`src/rtl/dual_intf_arbiter_if.sv`:
```
// Handshake bundle between two requesters and the shared output port
// of dual_intf_arbiter.
interface dual_intf_arbiter_if #(
    parameter int DW = 32
);
    logic          req0;
    logic [DW-1:0] data0;
    logic          last0;
    logic          gnt0;
    logic          req1;
    logic [DW-1:0] data1;
    logic          last1;
    logic          gnt1;
    logic          out_valid;
    logic [DW-1:0] out_data;
    logic          out_ready;
    logic          out_src;
    logic          busy;

    // Requesters and downstream sink side
    modport master (
        output req0, data0, last0, req1, data1, last1, out_ready,
        input  gnt0, gnt1, out_valid, out_data, out_src, busy
    );

    // Arbiter side
    modport slave (
        input  req0, data0, last0, req1, data1, last1, out_ready,
        output gnt0, gnt1, out_valid, out_data, out_src, busy
    );
endinterface

```
`src/rtl/dual_intf_arbiter.sv`:
```
// Two-requester burst arbiter onto one shared port. A grant lasts until a
// last beat, MAX_BURST beats, or the owner dropping its request; every
// release passes through IDLE and hands priority to the other requester.
module dual_intf_arbiter #(
    parameter int DW        = 32,
    parameter int MAX_BURST = 4
) (
    input  logic                clk,
    input  logic                rst,
    dual_intf_arbiter_if.slave  bus
);
    localparam int BW = $clog2(MAX_BURST + 1);
    localparam logic [BW-1:0] MAX_CNT = BW'(MAX_BURST);

    typedef enum logic [1:0] {
        IDLE = 2'd0,
        OWN0 = 2'd1,
        OWN1 = 2'd2
    } state_t;

    state_t        state, state_nxt;
    logic          prio, prio_nxt;
    logic [BW-1:0] bcnt, bcnt_nxt;
    logic [BW-1:0] bcnt_inc;

    logic          cur_idx;
    logic          cur_req;
    logic          cur_last;
    logic [DW-1:0] cur_data;
    logic          xfer;

    logic          out_valid_c;
    logic [DW-1:0] out_data_c;
    logic          out_src_c;

    // State, priority pointer and beat counter registers
    always_ff @(posedge clk) begin
        if (rst) begin
            state <= IDLE;
            prio  <= 1'b0;
            bcnt  <= '0;
        end else begin
            state <= state_nxt;
            prio  <= prio_nxt;
            bcnt  <= bcnt_nxt;
        end
    end

    // Next-state, release decisions and shared-port mux
    always_comb begin
        state_nxt   = state;
        prio_nxt    = prio;
        bcnt_nxt    = bcnt;
        bcnt_inc    = bcnt + BW'(1);
        cur_idx     = (state == OWN1);
        cur_req     = cur_idx ? bus.req1  : bus.req0;
        cur_last    = cur_idx ? bus.last1 : bus.last0;
        cur_data    = cur_idx ? bus.data1 : bus.data0;
        xfer        = 1'b0;
        out_valid_c = 1'b0;
        out_data_c  = '0;
        out_src_c   = prio;

        case (state)
            IDLE: begin
                bcnt_nxt = '0;
                if (bus.req0 && bus.req1) begin
                    state_nxt = prio ? OWN1 : OWN0;
                end else if (bus.req0) begin
                    state_nxt = OWN0;
                end else if (bus.req1) begin
                    state_nxt = OWN1;
                end
            end
            OWN0, OWN1: begin
                out_valid_c = cur_req;
                out_data_c  = cur_data;
                out_src_c   = cur_idx;
                xfer        = cur_req && bus.out_ready;
                if (xfer) begin
                    bcnt_nxt = bcnt_inc;
                    if (cur_last || (bcnt_inc == MAX_CNT)) begin
                        state_nxt = IDLE;
                        prio_nxt  = ~cur_idx;
                        bcnt_nxt  = '0;
                    end
                end else if (!cur_req) begin
                    // owner withdrew with no beat accepted: abort the grant
                    state_nxt = IDLE;
                    prio_nxt  = ~cur_idx;
                    bcnt_nxt  = '0;
                end
            end
            default: begin
                state_nxt = IDLE;
                bcnt_nxt  = '0;
            end
        endcase
    end

    assign bus.gnt0      = (state == OWN0);
    assign bus.gnt1      = (state == OWN1);
    assign bus.busy      = (state == OWN0) || (state == OWN1);
    assign bus.out_valid = out_valid_c;
    assign bus.out_data  = out_data_c;
    assign bus.out_src   = out_src_c;
endmodule

```
`src/flat_wrapper.sv`:
```
// flat-port wrapper written by rule: the top's interface ports become plain ports
module dual_intf_arbiter_flat 
#(
    parameter int DW        = 32,
    parameter int MAX_BURST = 4
)
  (clk, rst, bus_req0, bus_data0, bus_last0, bus_req1, bus_data1, bus_last1, bus_out_ready, bus_gnt0, bus_gnt1, bus_out_valid, bus_out_data, bus_out_src, bus_busy);
  dual_intf_arbiter_if #(.DW(DW)) bus_i ();
  input  logic clk;
  input  logic rst;
  input wire logic [$bits(bus_i.req0)-1:0] bus_req0;
  input wire logic [$bits(bus_i.data0)-1:0] bus_data0;
  input wire logic [$bits(bus_i.last0)-1:0] bus_last0;
  input wire logic [$bits(bus_i.req1)-1:0] bus_req1;
  input wire logic [$bits(bus_i.data1)-1:0] bus_data1;
  input wire logic [$bits(bus_i.last1)-1:0] bus_last1;
  input wire logic [$bits(bus_i.out_ready)-1:0] bus_out_ready;
  output wire logic [$bits(bus_i.gnt0)-1:0] bus_gnt0;
  output wire logic [$bits(bus_i.gnt1)-1:0] bus_gnt1;
  output wire logic [$bits(bus_i.out_valid)-1:0] bus_out_valid;
  output wire logic [$bits(bus_i.out_data)-1:0] bus_out_data;
  output wire logic [$bits(bus_i.out_src)-1:0] bus_out_src;
  output wire logic [$bits(bus_i.busy)-1:0] bus_busy;
  assign bus_i.req0 = bus_req0;
  assign bus_i.data0 = bus_data0;
  assign bus_i.last0 = bus_last0;
  assign bus_i.req1 = bus_req1;
  assign bus_i.data1 = bus_data1;
  assign bus_i.last1 = bus_last1;
  assign bus_i.out_ready = bus_out_ready;
  assign bus_gnt0 = bus_i.gnt0;
  assign bus_gnt1 = bus_i.gnt1;
  assign bus_out_valid = bus_i.out_valid;
  assign bus_out_data = bus_i.out_data;
  assign bus_out_src = bus_i.out_src;
  assign bus_busy = bus_i.busy;
  dual_intf_arbiter #(.DW(DW), .MAX_BURST(MAX_BURST)) u_core (.clk(clk), .rst(rst), .bus(bus_i));
endmodule
```
`config.mk`:
```
export PLATFORM = sky130hd
export DESIGN_NAME = dual_intf_arbiter_flat
export DESIGN_NICKNAME = d
export VERILOG_FILES = /design/src/rtl/dual_intf_arbiter_if.sv /design/src/rtl/dual_intf_arbiter.sv /design/src/flat_wrapper.sv
export SDC_FILE = /design/constraint.sdc
export NUM_CORES = 1
export LEC_CHECK = 0
export CAP_MARGIN = 30
export CORE_MARGIN = 4
export CORE_UTILIZATION = 29
export CTS_CLUSTER_DIAMETER = 60
export DETAILED_ROUTE_END_ITERATION = 8
export PLACE_DENSITY_LB_ADDON = 0.3
export SKIP_LAST_GASP = 1
export SYNTH_ARGS = -nofsm -noshare
export SYNTH_HDL_FRONTEND = slang
export SYNTH_SLANG_ARGS = --single-unit
```
`constraint.sdc`:
```
create_clock -name clk -period 2.2 [get_ports clk]
set_input_delay 0.22 -clock clk [delete_from_list [all_inputs] [get_ports clk]]
set_output_delay 0.22 -clock clk [all_outputs]
set_load 0.03 [all_outputs]
```
==> summary.txt, run 1 <==
======================================================================================================
Iteration-0 DRC count of the detailed router ............................................           17
Final critical delay including setup and external delays ................................      2.06 ns
Kind of critical path ...................................................................   reg -> out
Slowest stage cell on the critical path ................................................. clkdlybuf4s50_1
Final worst clock skew ..................................................................  0.000431 ns
CP endpoint .............................................................................     bus_gnt1
Post-layout power .......................................................................    0.00102 W
Clock transition at the register clock pins on the worst setup and hold paths after CTS .      0.05 ns
Flip-flop and latch count after synthesis ...............................................            6
Capturing point of the worst reg2reg path ............................................... u_core.state[0]
CTS root buffer .........................................................................     clkbuf_4
Overall die width .......................................................................      67.6 um
Layout overhead on the synthesized area .................................................         102%
Final weighted congestion in routability-driven placement ...............................        0.684
Register-to-register setup slack ........................................................      0.42 ns
Critical Path Start ..................................................................... u_core.state[0]
I/O pin count ...........................................................................          108
Final layout net count ..................................................................          304
Congestion Overflow GR ..................................................................            0
Hold buffers post-CTS ...................................................................            0
Setup Fix Bufs, Post-CTS ................................................................            0
Most frequent cells in the layout ....................................................... 72 x clkdlybuf4s50_1, 37 x buf_4, 32 x mux2i_1, 32 x nor2b_1, 6 x dfxtp_1
Max IR drop VDD .........................................................................   0.000435 V
Number of warnings issued by yosys ......................................................            0
Final design area excluding fillers ..................................................... 0.00208 sq mm
Vertical die dimension ..................................................................      67.6 um
Result of the run ....................................................................... finished clean
Latest clock arrival within the worst-skew pair .........................................      0.25 ns
Post-placement worst setup slack ........................................................     0.321 ns
Count of antenna diodes in the layout ...................................................            0
Cell type with the highest aggregate area in the netlist ................................      mux2i_1
Number of global-route vias before repair ...............................................         1110
Setup TNS ...............................................................................         0 ns
Arrival time at the worst endpoint ......................................................      1.84 ns
Number of cells upsized or downsized after cts ..........................................            0
Register area share after synthesis .....................................................        11.7%
CTS H-tree depth ........................................................................            1
Post-route setup slack ..................................................................     0.143 ns
Hold crit path type .....................................................................   reg -> reg
Number of search-and-repair iterations in the first detailed-routing pass ...............            2
Required @ worst endpoint ...............................................................      1.98 ns
Die area ................................................................................ 0.00457 sq mm
# port buffers ..........................................................................          107
Crit path launch type ...................................................................    flip-flop
Type of destination of the critical path ................................................   output pin
Clock sink count ........................................................................            6
Final hold violations ...................................................................            0
Average footprint of a synthesized cell .................................................   8.59 sq um
Final worst-path cycle share ............................................................        93.5%
Placement row count .....................................................................           21
Total routing resource utilization after global routing .................................        14.1%
Power density cells .....................................................................  491 mW/mm^2
Clock tree from TritonCTS ...............................................................          yes
Via Count ...............................................................................         1199
Residual antenna-violating net count after detailed routing .............................            0
Area of the core region ................................................................. 0.00339 sq mm
Placed cell count .......................................................................          268
Drt via density .........................................................................         4.42
Initial antenna violation count .........................................................            0
Relative max-transition margin ..........................................................        75.0%
Fillers .................................................................................          310
Cells after Synth .......................................................................          120
Largest incremental delay on the critical path ..........................................      0.70 ns
Residual DRC ............................................................................            0
Critical path fanouts, max ..............................................................           10
Maximum capacitance violations ..........................................................            0
Reg2Reg Depth ...........................................................................            6
Non-filler instance count after layout ..................................................          271
Placed instance area .................................................................... 0.00206 sq mm
Synthesized area ........................................................................ 0.00103 sq mm
First-pass GRT wire length ..............................................................      5.02 mm
Share of the synthesized area in the top cell type ......................................        31.1%
Static Leak .............................................................................     0.861 nW
Synthesized netlist net count ...........................................................          197
Setup violators final ...................................................................            0
Unrepaired setup endpoints after global routing .........................................           no
Wire length per cell ....................................................................      13.1 um
Final slew viol count ...................................................................            0
Pin count of the biggest net entering global routing ....................................           38
Biggest area contributors in the synthesized netlist .................................... mux2i_1 31%, nor2b_1 19%, dfxtp_1 12%
Crit path cell chain .................................................................... inv_1 -> ha_2 -> buf_4 -> clkdlybuf4s50_1
Number of buffers on the longest clock path .............................................            2
Share of cells above drive strength 1 ...................................................        21.3%
Starting density of the core ............................................................        30.4%
Estimated wirelength of the detail-placed design ........................................      3.00 mm
Leading cell type in the layout, fill and taps excluded ................................. clkdlybuf4s50_1
Total Routed Length .....................................................................      3.56 mm
Worst r2r src ........................................................................... u_core.state[0]
Number of distinct standard cells referenced by the synthesized netlist .................           28
Sequential Area .........................................................................    120 sq um
Actual slew at the worst max-slew pin ...................................................     0.375 ns
Footprint of the multi-input gates ......................................................    861 sq um
Peak clock frequency supported by timing ................................................      486 MHz
Total clock buffers created by CTS ......................................................            3
======================================================================================================
==> metal layers <==
layer  GRT usage (%)  share of wire [%]  wire [um]  up-vias
li1                -                  -          -      625
met1            14.9                 36       1290      512
met2            26.9                 52       1850       60
met3            4.66                 11        403        2
met4            2.28               0.48         17        0
met5               0                  0          0        -
==> worst min path at each step <==
| stage | start | depth (start not counted) | end | slack [ns] |
|---|---|---|---|---|
| global route | u_core.bcnt[1] | 2 | u_core.bcnt[1] | 0.52 |
| global placement | u_core.bcnt[1] | 2 | u_core.bcnt[1] | 0.47 |
| finish | u_core.bcnt[1] | 2 | u_core.bcnt[1] | 0.48 |
| detailed placement | u_core.bcnt[1] | 2 | u_core.bcnt[1] | 0.47 |
| floorplan | rst | 1 | u_core.prio | 0.28 |
| CTS | u_core.bcnt[1] | 2 | u_core.bcnt[1] | 0.48 |
==> logic make-up after synthesis <==
kind of cell | after synthesis | share of synthesized area, %
mux | 35 | 34.7
compound gates | 13 | 11.5
buf+inv | 11 | 5.10
xor+xnor | 1 | 0.850
simple gates | 48 | 28.9
flops | 6 | 11.7
fa+ha+maj | 6 | 7.28
==> critical path: cells and delay by family (launching register included) <==
kind | cells | cell delay, ns
adders and majority gates | 1 | 0.24
buffers and inverters | 3 | 1.03
DFF | 1 | 0.32
==> report_power, final <==
group | total, W | switching, W | internal [W]
Combinational | 0.000788 | 0.000409 | 0.000379
Sequential | 0.000128 | 0.0000105 | 0.000118
Clock | 0.000106 | 0.0000438 | 0.0000620
==> flip-flops by register name (all words and copies together), names as in the netlist <==
| signal | count |
|---|---|
| u_core.prio | 1 |
| u_core.state | 2 |
| u_core.bcnt | 3 |
==> synth_stat cells <==
master / instances
o21ai_0: 1
xor2_1: 1
nor2_1: 2
o221ai_1: 1
nor4_1: 1
dfxtp_1: 6
a32o_1: 1
clkbuf_1: 4
o31ai_1: 1
nor2b_1: 32
a21oi_1: 5
a21oi_2: 1
a22o_4: 1
nand2b_1: 2
buf_6: 1
inv_1: 3
mux2_4: 1
nand2_1: 5
ha_1: 6
nand3b_1: 2
a22o_1: 1
o32ai_4: 1
and2_1: 2
nand3_1: 1
mux2_2: 2
buf_2: 3
mux2i_1: 32
nand3b_4: 1
==> metrics by stage <==
step                      utilization (%)  hold slack [ns]
after CTS                            61.4            0.481
after global routing                 61.5            0.521
after floorplan                         -            0.282
after detailed placement             60.7            0.475
after global placement               60.7            0.475
final                                61.5            0.478
==> area by class of cell <==
type | count | area share, %
Tap cell | 46 | 2.76
Sequential cell | 6 | 5.77
Inverter | 3 | 0.541
Multi-Input combinational cell | 103 | 41.3
Timing Repair Buffer | 110 | 48.5
Clock buffer | 3 | 1.08
(Power assumes the default switching activity.)
==> run 2, diff against run 1 <==
--- a/config.mk
+++ b/config.mk
@@ -12,6 +12,7 @@
 export DETAILED_ROUTE_END_ITERATION = 8
 export PLACE_DENSITY_LB_ADDON = 0.3
 export SKIP_LAST_GASP = 1
+export SLEW_MARGIN = 20
 export SYNTH_ARGS = -nofsm -noshare
 export SYNTH_HDL_FRONTEND = slang
 export SYNTH_SLANG_ARGS = --single-unit
==> results of run 2 <==
No change in the layout: final DEF, timing and power equal those of run 1.
